--- src/rtl/pc_stack_pkg.sv ---
// pc_stack_pkg -- shared types and constants for the program-counter stack
// and the instruction decoder.
//   PC_W        : program counter width (12 bits, 4 KiB ROM space)
//   NIBBLE_W    : address bus nibble width
//   STACK_DEPTH : number of return-address slots
//   pc_t        : program counter / return address type
// Helpers ptr_inc/ptr_dec step the circular stack pointer modulo STACK_DEPTH.
package pc_stack_pkg;

    localparam int PC_W        = 12;
    localparam int NIBBLE_W    = 4;
    localparam int STACK_DEPTH = 3;

    typedef logic [PC_W-1:0]     pc_t;
    typedef logic [NIBBLE_W-1:0] nibble_t;
    typedef logic [1:0]          ptr_t;

    localparam ptr_t PTR_LAST  = ptr_t'(STACK_DEPTH - 1);
    localparam ptr_t DEPTH_MAX = ptr_t'(STACK_DEPTH);

    function automatic ptr_t ptr_inc(input ptr_t p);
        return (p == PTR_LAST) ? 2'd0 : p + 2'd1;
    endfunction

    function automatic ptr_t ptr_dec(input ptr_t p);
        return (p == 2'd0) ? PTR_LAST : p - 2'd1;
    endfunction

endpackage

--- src/rtl/pc_stack_lifo.sv ---
// pc_stack_lifo -- 3-entry circular return-address LIFO.
// Ports:
//   clk, rstN : clock, async active-low reset
//   push      : write wdata at the pointer, advance pointer, depth +1 (sat 3)
//   pop       : retreat pointer, depth -1 (sat 0); rdata is valid before the edge
//   wdata     : return address to save
//   rdata     : entry at pointer-1, i.e. the top of stack
//   depth     : number of valid entries 0..3
//   err       : sticky overflow/underflow flag, built only when PC_STACK_ERR_EN
//               is defined, otherwise tied to 0
// Overflow silently overwrites the oldest entry and underflow still reads the
// slot below the pointer; the pointer moves regardless of depth so the
// storage behaves as a pure ring.
module pc_stack_lifo
    import pc_stack_pkg::*;
(
    input  logic       clk,
    input  logic       rstN,
    input  logic       push,
    input  logic       pop,
    input  pc_t        wdata,
    output pc_t        rdata,
    output logic [1:0] depth,
    output logic       err
);

    pc_t  entries_q [STACK_DEPTH];
    pc_t  entries_d [STACK_DEPTH];
    ptr_t ptr_q, ptr_d;
    ptr_t depth_q, depth_d;

    always_comb begin
        entries_d = entries_q;
        ptr_d     = ptr_q;
        depth_d   = depth_q;
        if (push) begin
            entries_d[ptr_q] = wdata;
            ptr_d            = ptr_inc(ptr_q);
            if (depth_q != DEPTH_MAX) depth_d = depth_q + 2'd1;
        end else if (pop) begin
            ptr_d = ptr_dec(ptr_q);
            if (depth_q != 2'd0) depth_d = depth_q - 2'd1;
        end
    end

    always_ff @(posedge clk or negedge rstN) begin
        if (!rstN) begin
            for (int i = 0; i < STACK_DEPTH; i++) entries_q[i] <= '0;
            ptr_q   <= '0;
            depth_q <= '0;
        end else begin
            entries_q <= entries_d;
            ptr_q     <= ptr_d;
            depth_q   <= depth_d;
        end
    end

    assign rdata = entries_q[ptr_dec(ptr_q)];
    assign depth = depth_q;

`ifdef PC_STACK_ERR_EN
    logic err_q, err_d;

    always_comb begin
        err_d = err_q
              | (push && (depth_q == DEPTH_MAX))
              | (pop && !push && (depth_q == 2'd0));
    end

    always_ff @(posedge clk or negedge rstN) begin
        if (!rstN) err_q <= 1'b0;
        else       err_q <= err_d;
    end

    assign err = err_q;
`else
    assign err = 1'b0;
`endif

endmodule

--- src/rtl/pc_stack.sv ---
// pc_stack -- program counter with 3-level return stack and address nibble mux.
// Ports:
//   clk, rstN            : clock, async active-low reset
//   a1, a2, a3           : one-hot address-phase strobes
//   pcIncPulse           : increment pc at the end of this cycle
//   commitPulse          : X3 commit; qualifies every control-flow input
//   jumpEn, pageJumpEn   : full 12-bit jump / in-page (low byte) jump
//   pushEn, popEn        : save return address with jump / return
//   jumpAddr             : jump target
//   pc                   : registered program counter
//   addrNibble, addrValid: address bus nibble and its phase-valid flag
//   depth, stackErr      : stack occupancy and sticky error flag
// Build option: define PC_STACK_ERR_EN to build overflow/underflow detection.
module pc_stack
    import pc_stack_pkg::*;
(
    input  logic                clk,
    input  logic                rstN,
    input  logic                a1,
    input  logic                a2,
    input  logic                a3,
    input  logic                pcIncPulse,
    input  logic                commitPulse,
    input  logic                jumpEn,
    input  logic                pageJumpEn,
    input  logic                pushEn,
    input  logic                popEn,
    input  logic [PC_W-1:0]     jumpAddr,
    output logic [PC_W-1:0]     pc,
    output logic [NIBBLE_W-1:0] addrNibble,
    output logic                addrValid,
    output logic [1:0]          depth,
    output logic                stackErr
);

    pc_t  pc_q, pc_d;
    pc_t  stack_rdata;
    logic do_pop, do_push;

    // Pop outranks jump, so a push is only honoured when no pop is committed.
    assign do_pop  = commitPulse & popEn;
    assign do_push = commitPulse & ~popEn & jumpEn & pushEn;

    // Commit wins over a coincident increment. The pushed return address and
    // the page-jump high bits both come from pc_q, which already holds the
    // post-fetch value by X3.
    always_comb begin
        pc_d = pc_q;
        if (commitPulse) begin
            if (popEn)           pc_d = stack_rdata;
            else if (jumpEn)     pc_d = jumpAddr;
            else if (pageJumpEn) pc_d = {pc_q[PC_W-1:8], jumpAddr[7:0]};
        end else if (pcIncPulse) begin
            pc_d = pc_q + pc_t'(1);
        end
    end

    always_ff @(posedge clk or negedge rstN) begin
        if (!rstN) pc_q <= '0;
        else       pc_q <= pc_d;
    end

    always_comb begin
        addrNibble = '0;
        if (a1)      addrNibble = pc_q[3:0];
        else if (a2) addrNibble = pc_q[7:4];
        else if (a3) addrNibble = pc_q[11:8];
    end

    assign addrValid = a1 | a2 | a3;
    assign pc        = pc_q;

    pc_stack_lifo u_lifo (
        .clk   (clk),
        .rstN  (rstN),
        .push  (do_push),
        .pop   (do_pop),
        .wdata (pc_q),
        .rdata (stack_rdata),
        .depth (depth),
        .err   (stackErr)
    );

endmodule

--- config.mk ---
export PLATFORM = sky130hd
export DESIGN_NAME = pc_stack
export DESIGN_NICKNAME = d
export VERILOG_FILES = /design/src/rtl/pc_stack_pkg.sv /design/src/rtl/pc_stack_lifo.sv /design/src/rtl/pc_stack.sv
export SDC_FILE = /design/constraint.sdc
export NUM_CORES = 1
export LEC_CHECK = 0
export CAP_MARGIN = 20
export CORE_UTILIZATION = 30
export CTS_CLUSTER_SIZE = 10
export DETAILED_ROUTE_END_ITERATION = 8
export PLACE_DENSITY_LB_ADDON = 0.1
export SYNTH_ARGS = -nofsm -noshare
export SYNTH_HDL_FRONTEND = slang
export SYNTH_SLANG_ARGS = --single-unit
export TNS_END_PERCENT = 10
--- constraint.sdc ---
create_clock -name clk -period 5.9 [get_ports clk]
set_clock_uncertainty 0.2 [all_clocks]
set_input_delay 1.475 -clock clk [delete_from_list [all_inputs] [get_ports clk]]
set_output_delay 1.475 -clock clk [all_outputs]
set_load 0.02 [all_outputs]
==> Word level (Yosys, flattened, before mapping) <==
Index checks and enable logic that the tools add are counted.
{ "word_totals": {"latchBits": 0, "memories": 0, "rom_bits": 0, "in_bits": 23, "ramBits": 0, "ff_bits": 52, "wordCells": 60} }
{ "op_classes": {"n_bitwise": 9, "eq_ne": 5, "reduce_logical": 9, "n_mul": 0, "n_shift": 0, "n_addsub": 5, "order_cmp": 3, "mux": 22, "n_div": 0} }
{ "ops": {"columns": ["operator", "n"], "rows": [
  ["two-way mux 12 bit", 7],
  ["bitwise mux 36 bit", 1],
  ["binary-select mux 12 bit (select 2 bit)", 1],
  ["demux 12 bit (select 2 bit)", 1],
  ["two-way mux 2 bit", 8],
  ["adder 12 x 1 -> 12 bit, second input constant", 1],
  ["two-way mux 4 bit", 3],
  ["two-way mux 8 bit", 1],
  ["nonzero test 2 bit", 4],
  [">= comparator 3 bit, second input constant", 2],
  ["NOT 2 -> 3 bit", 2],
  ["adder 2 x 1 -> 2 bit, second input constant", 2],
  ["AND 1 bit", 4],
  ["!= test 4 x 1 -> 1 bit, second input constant", 1],
  ["AND reduction 2 bit", 2],
  ["subtractor 2 x 1 -> 2 bit, second input constant", 2],
  ["less-than comparator 3 x 1 -> 1 bit, second input constant", 1],
  ["!= test 3 x 1 -> 1 bit, second input constant", 1],
  ["AND reduction 3 bit", 1],
  ["== test 2 bit, second input constant", 1],
  ["logical NOT 2 bit", 1],
  ["!= test 2 x 1 -> 1 bit, second input constant", 1],
  ["!= test 2 bit, second input constant", 1],
  ["bitwise OR 1 bit", 2],
  ["other kinds (2)", 2]
]} }

==> Logic depth before layout (Yosys ltp) <==
Gate-level depths: netlist of run 1.
{ "logic_depth": {"word_depth": 8, "ltp_mapped": 7, "ltp_nobuf": 6} }

==> Hierarchy <==
From an unflattened synthesis of run 1, not the netlist that was laid out.
{ "hier_totals": {"hier_cells": 272, "hier_area_um2": 3051.7} }
{ "by_module_without_submodules": {"columns": ["module", "cells_each", "n_inst", "area_per_inst_um2", "seq_area_each_um2"], "rows": [
  ["pc_stack_lifo", 137, 1, 1983.2, 1001.0],
  ["pc_stack", 135, 1, 1068.5, 300.3]
]} }

==> Worst setup path after synthesis of run 1 <==
Ideal clock, no wire load.
{ "synth_timing": {"path_kind": "input -> output", "startpoint": "input port a2", "endpoint": "output port addrNibble[0]", "path_stages": 3, "arrival_time_ns": 2.287, "required_ns": 4.225, "path_slack_ns": 1.938, "cell_sequence": "clkbuf_1 > a21oi_1 > o21ai_0"} }
{ "synth_via": {"elab_chain_len": 2} }
{ "synth_lines": {"columns": ["item", "line_no", "rtl"], "rows": [
  ["from (decl)", "pc_stack.sv:20", "input logic a2,"],
  ["two-way mux 4 bit", "pc_stack.sv:66", "else if (a2) addrNibble = pc_q[7:4];"],
  ["two-way mux 4 bit", "pc_stack.sv:65", "if (a1) addrNibble = pc_q[3:0];"],
  ["to (decl)", "pc_stack.sv:30", "output logic [NIBBLE_W-1:0] addrNibble,"]
]} }
No other way between the ends.

==> Final worst setup path of run 1 <==
{ "layout_timing": {"startpoint": "input port a3", "endpoint": "output port addrNibble[0]"} }
{ "layout_via": {"elab_chain_len": 3} }
{ "layout_lines": {"columns": ["item", "line_no", "rtl"], "rows": [
  ["from (decl)", "pc_stack.sv:21", "input logic a3,"],
  ["two-way mux 4 bit", "pc_stack.sv:67", "else if (a3) addrNibble = pc_q[11:8];"],
  ["two-way mux 4 bit", "pc_stack.sv:66", null],
  ["two-way mux 4 bit", "pc_stack.sv:65", null]
]} }
No other way between the ends.

==> results of run 1 <==
how the worst max path moves through the flow:
stage	cells past startpoint	startpoint	slack, ps	to
detailed placement	6	a3	1170	addrNibble[0]
CTS	6	a3	1150	addrNibble[0]
global placement	6	a3	1200	addrNibble[1]
finish	6	a3	1170	addrNibble[0]
global route	6	a3	1000	addrNibble[1]
floorplan	3	a2	1940	addrNibble[0]
cell families (layout without fill, tap and decap cells):
group           count (synthesis)  after routing  share of synthesized area
compound gates                 69             69                     0.1624
simple gates                   59             59                     0.1110
flops                          52             52                     0.4528
mux                            46             46                     0.1815
buf+inv                        27             57                    0.05442
fa+ha+maj                       7              7                    0.03047
xor+xnor                        2              2                   0.006096
other cells                     1              1                   0.001305
area by class of cell:
type	count	area [sq um]
clock buffers	6	72.57
clock inverters	2	35.03
fillers	951	5811
inverters	6	22.52
multi-input cells	184	1416
flip-flops and latches	52	1301
well taps	129	161.4
repair buffers	43	420.4
state kept, by name (all words and copies together) (netlist names):
name              count
u_lifo.depth          2
u_lifo.ptr_q          2
pc                   12
u_lifo.entries_q     36
cell usage in the layout, fill, tap and decap left out, types with 2 or more instances in the layout:
master	instances
a211oi_1	2
a21oi_1	14
a221oi_1	11
a22oi_1	2
and3_1	2
and4_1	2
buf_4	2
clkbuf_8	5
clkdlybuf4s50_1	40
dfrtp_1	52
ha_1	7
inv_1	6
mux2_2	45
nand2_1	17
nand2_4	3
nand2b_1	2
nand3_1	4
nand4_1	3
nor2_1	12
nor2b_1	2
nor3_1	3
nor3b_1	3
o211ai_1	3
o21ai_0	21
o221ai_1	2
o311ai_0	2
o31ai_1	2
or3_1	3
worst min-delay path: stages (launching register included):
cell	delay, ps
dfrtp_1	350
nand2_1	40
o21ai_0	60
stage by stage:
step                power, mW  area (sq um)  hold WS, ps    util  cells
finish                  1.555          3430        286.1  0.3712    422
global route            1.662          3430        316.2  0.3712    422
CTS                     1.574          3430        291.3  0.3712    422
detailed placement      1.325          3322        268.2  0.3595    414
global placement        1.318          3322        260.4  0.3595    414
floorplan               1.082          2874        244.3       -    263
power groups by stage:
stage / logic [mW] / registers [mW] / clock network, mW
after CTS: 0.666 / 0.653 / 0.255
after floorplan: 0.440 / 0.642 / 0
after detailed placement: 0.664 / 0.660 / 0
after global placement: 0.658 / 0.660 / 0
final: 0.656 / 0.653 / 0.246
after global routing: 0.717 / 0.678 / 0.267
metal layers:
metal  share of wire  up-vias  wire (microns)
met4          0.0070        0              53
li1                -     1024               -
met1            0.52     1052            3921
met3           0.026        5             195
met2            0.45       36            3423
met5               0        -               0
==> out/results.tsv, run 1 <==
metric	value	unit
post-synth top area share	0.4528	
GR Overflow Total	0	
root buffer cell	clkbuf_8	
die area	0.009975	sq mm
Post-CTS Resized	0	
Setup Buffers After CTS	0	
worst setup margin	1169	ps
Longest Clk Path Bufs	2	
Tightest Hold Check Type	flip-flop to flip-flop	
Synth area leaders	dfrtp_1 45%, mux2_2 18%, o21ai_0 3.7%, a221oi_1 3.4%, ha_1 3.0%	
Final Hold Vio Count	0	
most common cell in the netlist	dfrtp_1	
layout cells sized above 1	0.2116	
Worst-path clk slew	90	ps
slowest CP cell	clkdlybuf4s50_1	
hold buffer count at CTS	0	
HP Start	u_lifo.entries_q[14]	
Setup crit end kind	output port	
IO buf count	41	
final worst path period share	0.8018	
biggest area consumer among synthesized cells	dfrtp_1	
Routed WL	7.594	mm
Mapped Area	0.002874	sq mm
first-pass GRT wire length	12.25	mm
crit-path max cell delay	630	ps
n_diodes	0	
busiest grt layer	met2	
clock network fraction of design power	0.158	
critical path peak fanout	5	
Distinct cells, synth	46	
run status	finished, final reports clean	
switch share	0.3769	
H-tree Lvls	2	
family with the most delay on the worst path	buffers and inverters	
Final #Nets	322	
Internal	969.0	uW
Final setup viols	0	
largest vdd supply drop	0.0002482	V
Synth top cells by count	52 x dfrtp_1, 45 x mux2_2, 21 x o21ai_0	
Worst Path Required	4220	ps
Starting Density	0.3110	
FF-to-FF End	pc[9]	
Tmin final	4731	ps
Setup CP Type	input pin to output port	
Antenna Violating Nets Remaining	0	
hold depth	2	
syn_nets	293	
HPWL after detailed placement	5.138	mm
Slew @ Worst Pin	840.4	ps
drt initial violations	92	
worst r2r src	u_lifo.ptr_q[0]	
post-synthesis sequential area ratio	0.4528	
Post-synth EDFFs	0	
Post-Syn Instances	263	
Cell Pwr Density	453.5	mW/mm^2
startpoint types	input pin	
DRC Markers	0	
reg2reg setup slack	3190	ps
initial antenna violation count	0	
register bit total from synthesis	52	
routed length per instance	18.00	microns
GP Congestion	0.7610	
met1 Resource Use GR	0.2353	
GRT Util Overall	0.1611	
RSZ-0062 raised after global routing	no	
Most used DFF post-synth	dfrtp_1	
part of the power in registers	0.420	
max_cap viols	0	
pre-CTS WS	1170	ps
IO Pins	43	
syn avg cell area	10.93	sq um
R2R cell count	7	
WP data arrival	3060	ps
clk_lat worst skew	300	ps
CP Buf/Inv Count	2	
Slew Viols, Final	0	
via count	2117	
number of global-route vias before repair	2186	
Die Span Y	99.88	microns
combinational share of power	0.422	
clk sinks	52	
fmax	211.4	MHz
Vias/cell	5.017	
GR Util met2	0.2493	
Num CTS Buffers	5	
1st-pass router iterations	4	
Layout area overhead	19.33	%
row cnt	35	
CP cell instances	clkdlybuf4s50_1, nand2_1, nor2_1, a21oi_1, o21ai_0, clkdlybuf4s50_1	
M3 GR Usage	0.02646	
CTS tree	built	
Worst path most repeated cell	clkdlybuf4s50_1	
Async SR Flop Fraction	1.000	
Hold EP	u_lifo.entries_q[14]	
die width	99.88	microns
Lkg Pwr	1.469	nW
Setup TNS	0	ps
max_slew headroom	0.4380	
pin count of the biggest net entering global routing	53	
Yosys Warn Count	0	
core outline area	0.009240	sq mm
Sw Pwr	586.2	uW
Power figures use the tool's default switching activity.
==> run 2, diff against run 1 <==
==> constraint.sdc (replaced) <==
create_clock -name clk -period 4 [get_ports clk]
set_clock_uncertainty 0.2 [all_clocks]
set_input_delay 1 -clock clk [delete_from_list [all_inputs] [get_ports clk]]
set_output_delay 1 -clock clk [all_outputs]
set_load 0.02 [all_outputs]
==> run 2 against run 1 <==
Total power rose by 50%. Die area did not move. Sequential power rose by 46%. Sequential cell count did not move. Cell area rose by 1.2%. Critical path depth did not move. Worst hold slack improved by 2.7 ps. Highest routed layer unchanged.
==> out/results.tsv, run 2 (synthesis results as in run 1) <==
metric	value	unit
Worst-path clk slew	100	ps
most frequent cells in the layout	52 x dfrtp_1, 45 x mux2_2, 40 x clkdlybuf4s50_1, 21 x o21ai_0, 17 x nand2_1	
GRT Util Overall	0.1651	
WP data arrival	2550	ps
Post-CTS Resized	0	
core outline area	0.009240	sq mm
Area after DPL	0.003359	sq mm
routed length per instance	18.11	microns
max_cap viols	0	
max_slew headroom	0.4402	
CTS tree	built	
largest vdd supply drop	0.0002431	V
Tightest Hold Check Type	flip-flop to flip-flop	
startpoint types	input pin	
Cell Pwr Density	670.9	mW/mm^2
Setup TNS	0	ps
IO Pins	43	
pin count of the biggest net entering global routing	38	
worst setup margin	245.7	ps
die width	99.88	microns
hold depth	2	
fmax	266.4	MHz
1st-pass router iterations	4	
Setup Buffers After CTS	0	
GR Overflow Total	0	
fin area	0.003471	sq mm
row cnt	35	
H-tree Lvls	2	
via count	2158	
GP Congestion	0.7665	
initial antenna violation count	0	
Setup crit end kind	output port	
HPWL after detailed placement	5.426	mm
Vias/cell	5.054	
Tot Pwr	2.328	mW
number of global-route vias before repair	2180	
Layout area overhead	20.77	%
pre-CTS WS	242.5	ps
Worst Path Required	2800	ps
placed insts	419	
Longest Clk Path Bufs	2	
Antenna Violating Nets Remaining	0	
Slew Viols, Final	0	
Tmin final	3754	ps
Reg area	0.001301	sq mm
n_diodes	0	
die area	0.009975	sq mm
Final setup viols	0	
critical path peak fanout	5	
most common cell after layout, fill and taps aside	dfrtp_1	
clk_lat worst skew	310	ps
Lkg Pwr	1.492	nW
Setup CP Type	input pin to output port	
reg2reg setup slack	1410	ps
run status	finished, final reports clean	
root buffer cell	clkbuf_8	
DRC Markers	0	
Reg with most FFs	u_lifo.entries_q	
Slew @ Worst Pin	839.7	ps
layout cells sized above 1	0.2282	
Layout fillers	930	
hold buffer count at CTS	0	
Final #Nets	327	
Final Hold Vio Count	0	
clk sinks	52	
Finished Layout Cells	427	
multi-input logic area	0.001416	sq mm
max reg flops	36	
Util after Layout	0.3756	
hold_ws	288.8	ps
drt initial violations	65	
RSZ-0062 raised after global routing	no	
Die Span Y	99.88	microns
Starting Density	0.3110	
R2R cell count	6	
first-pass GRT wire length	12.43	mm
IO buf count	41	
Routed WL	7.735	mm
Num CTS Buffers	5	
final worst path period share	0.9386	
-- run 2: cell count changes in the layout (fill, tap and decap cells not counted), sizes merged --
cell and change:
buf +5, clkbuf -1, clkinvlp +1
-- run 2: cell type report --
cell class              instances  share of cell area
multi-input cells             184              0.4081
repair buffers                 48              0.1319
inverters                       6            0.006489
flip-flops and latches         52              0.3749
clock inverters                 3             0.01226
well taps                     129             0.04650
clock buffers                   5             0.01983
-- run 2: final timing paths --
| kind | start | end |
|---|---|---|
| max | a3 | addrNibble[0] |
| min | u_lifo.entries_q[26] | u_lifo.entries_q[26] |
| max reg2reg | u_lifo.ptr_q[0] | pc[9] |
| min reg2reg | u_lifo.entries_q[26] | u_lifo.entries_q[26] |
| max in group asynchronous | rstN | u_lifo.ptr_q[1] |
| min in group asynchronous | rstN | u_lifo.entries_q[21] |
-- run 2: worst max-delay path, stage by stage --
cell and delay (ps):
clkdlybuf4s50_1 540, nand2_1 80, nor2_1 100, a21oi_1 50, o21ai_0 160, clkdlybuf4s50_1 620
-- run 2: layer usage --
layer | vias to the layer above | part of all wire | GRT usage
met2 | 38 | 0.48 | 0.2700
li1 | 1033 | - | -
met4 | 0 | 0.0076 | 0.04412
met5 | - | 0 | 0
met3 | 5 | 0.027 | 0.02437
met1 | 1082 | 0.49 | 0.2285
-- run 2: power by group --
part           leakage (nW)  switching (mW)  total [mW]  internal, mW
Sequential            0.653           0.203       0.953         0.750
Clock                0.0541           0.187       0.373         0.186
Combinational         0.785           0.495        1.00         0.508
Total                  1.49           0.885        2.33          1.44
==> run 3, diff against run 2 <==
--- a/config.mk
+++ b/config.mk
@@ -5,10 +5,12 @@
 export SDC_FILE = /design/constraint.sdc
 export NUM_CORES = 1
 export LEC_CHECK = 0
+export ABC_AREA = 1
 export CAP_MARGIN = 20
 export CORE_UTILIZATION = 30
 export CTS_CLUSTER_SIZE = 10
 export DETAILED_ROUTE_END_ITERATION = 8
+export DONT_BUFFER_PORTS = 1
 export PLACE_DENSITY_LB_ADDON = 0.1
 export SYNTH_ARGS = -nofsm -noshare
 export SYNTH_HDL_FRONTEND = slang
==> run 3 against run 2 <==
Routed wire length up 3.6%. Synthesized area grew 5.4%. Non-clock buffer count is 48 lower. Sequential share of layout area rose by 3.4 points. Die area is 5.3% higher. Synthesized cell count up 49%. Global-route usage increased by 0.20 points. Critical path type is now flip-flop to output port. Clock power barely moved. Critical endpoint is now addrNibble[1]. Worst setup slack improved by 830 ps.
==> out/results.tsv, run 3 <==
metric	value	unit
Slew @ Worst Pin	834.6	ps
Lkg Pwr	1.523	nW
die width	102.5	microns
Vias/cell	4.748	
via count	2469	
initial antenna violation count	0	
Setup CP Type	flip-flop to output port	
Longest Clk Path Bufs	2	
Slew Viols, Final	0	
Num CTS Buffers	5	
n_diodes	0	
max reg flops	36	
Internal	1.191	mW
GR Overflow Total	0	
Most used DFF post-synth	dfrtp_1	
1st-pass router iterations	4	
Synth top cells by count	119 x nand2_1, 52 x dfrtp_1, 39 x nor2_1	
Post-synth EDFFs	0	
GRT Util Overall	0.1672	
Final #Nets	416	
drt initial violations	99	
core outline area	0.009774	sq mm
combinational share of power	0.403	
clk sinks	52	
Cell Pwr Density	688.3	mW/mm^2
Synth area leaders	dfrtp_1 43%, nand2_1 15%, o21ai_2 6.4%, nor2_1 4.8%, inv_1 4.3%	
Tightest Hold Check Type	input pin to async pin	
Setup crit end kind	output port	
Yosys Warn Count	0	
fmax	342.3	MHz
final worst path period share	0.7303	
post-synthesis sequential area ratio	0.4296	
biggest area consumer among synthesized cells	dfrtp_1	
part of the power in registers	0.428	
startpoint types	flip-flop	
max_cap viols	0	
layout cells sized above 1	0.1085	
syn_nets	422	
routed length per instance	15.41	microns
Tmin final	2921	ps
critical path peak fanout	5	
WP data arrival	1720	ps
Reg with most FFs	u_lifo.entries_q	
most common cell after layout, fill and taps aside	nand2_1	
Worst Path Required	2800	ps
clock network fraction of design power	0.169	
row cnt	36	
IO buf count	0	
Starting Density	0.3099	
pin count of the biggest net entering global routing	53	
clk_lat worst skew	300	ps
switch share	0.4563	
syn avg cell area	7.727	sq um
multi-input logic area	0.001451	sq mm
post-synth top area share	0.4296	
most frequent cells in the layout	119 x nand2_1, 52 x dfrtp_1, 39 x nor2_1, 35 x inv_1, 24 x nand3_1	
register bit total from synthesis	52	
GP Congestion	0.7744	
number of global-route vias before repair	2314	
max_slew headroom	0.4415	
Reg area	0.001301	sq mm
Final setup viols	0	
hold_ws	173.6	ps
Post-Syn Instances	392	
RSZ-0062 raised after global routing	no	
Antenna Violating Nets Remaining	0	
run status	finished, final reports clean	
Worst-path clk slew	100	ps
die area	0.01050	sq mm
hold buffer count at CTS	0	
first-pass GRT wire length	12.96	mm
Final Hold Vio Count	0	
H-tree Lvls	2	
HPWL after detailed placement	5.865	mm
Routed WL	8.011	mm
Layout area overhead	5.039	%
Distinct cells, synth	31	
IO Pins	43	
most common cell in the netlist	nand2_1	
root buffer cell	clkbuf_8	
Util after Layout	0.3255	
Setup Buffers After CTS	0	
Setup TNS	0	ps
Die Span Y	102.5	microns
DRC Markers	0	
largest vdd supply drop	0.0001956	V
Post-CTS Resized	0	
Mapped Area	0.003029	sq mm
Sw Pwr	999.3	uW
CTS tree	built	
Async SR Flop Fraction	1.000	
Layout fillers	1097	
-- run 3: cell count changes in the layout (fill, tap and decap cells not counted), moves of 22 or more --
| cell | change |
|---|---|
| nand2_1 | +102 |
| nor2_1 | +27 |
| inv_1 | +29 |
| mux2_2 | -45 |
| o21ai_2 | +22 |
| clkdlybuf4s50_1 | -40 |
-- run 3: final timing paths --
path,end,cells past startpoint,slack (ps),startpoint
max,addrNibble[1],2,1080,pc[1]
min,u_lifo.entries_q[23],0,170,rstN
max reg2reg,pc[8],9,1450,u_lifo.ptr_q[0]
min reg2reg,u_lifo.entries_q[27],2,290,u_lifo.entries_q[27]
max in group asynchronous,u_lifo.entries_q[0],0,3340,rstN
min in group clk,u_lifo.entries_q[27],2,290,u_lifo.entries_q[27]
-- run 3: power groups by stage --
stage          Clock, mW  Sequential, mW  Combinational (mW)
6_report           0.371           0.936               0.883
5_1_grt            0.406           0.967                1.01
4_1_cts            0.387           0.937               0.895
3_5_place_dp           0           0.946               0.890
3_3_place_gp           0           0.943               0.888
2_1_floorplan          0           0.900               0.680
-- run 3: critical path, cell delays in order, from the launching register on --
cell     delay [ps]
dfrtp_1         560
inv_1           250
o21ai_0         600
-- run 3: logic make-up (layout without fill, tap and decap cells) --
kind of cell / count (synthesis) / in the layout / share of synthesized area
AO/OA/AOI/OAI: 87 / 87 / 0.1793
adder cells (fa/ha/maj): 7 / 7 / 0.02891
buffers and inverters: 52 / 47 / 0.09129
flip-flops: 52 / 52 / 0.4296
other: 1 / 1 / 0.001238
AND/OR/NAND/NOR: 193 / 193 / 0.2697
-- run 3: per-layer routing --
layer  wire, microns  track usage
met4              80      0.03626
met1            4164       0.2535
met2            3316       0.2400
met3             449      0.03694
met5               0            0
-- run 3: cell type report --
type                            count  share of cell area
Tap cell                          133             0.05230
Sequential cell                    52              0.4090
Multi-Input combinational cell    288              0.4562
Clock inverter                      3             0.01337
Clock buffer                        5             0.02163
Inverter                           39             0.04758
-- run 3: stage by stage --
| step | worst slack, ps | std cells | area, sq um | total power, mW |
|---|---|---|---|---|
| finish | 1079 | 520 | 3182 | 2.190 |
| global route | 936.7 | 520 | 3182 | 2.379 |
| CTS | 1056 | 520 | 3182 | 2.218 |
| detailed placement | 1105 | 512 | 3070 | 1.836 |
| global placement | 1166 | 512 | 3070 | 1.831 |
| floorplan | 1221 | 392 | 3029 | 1.580 |
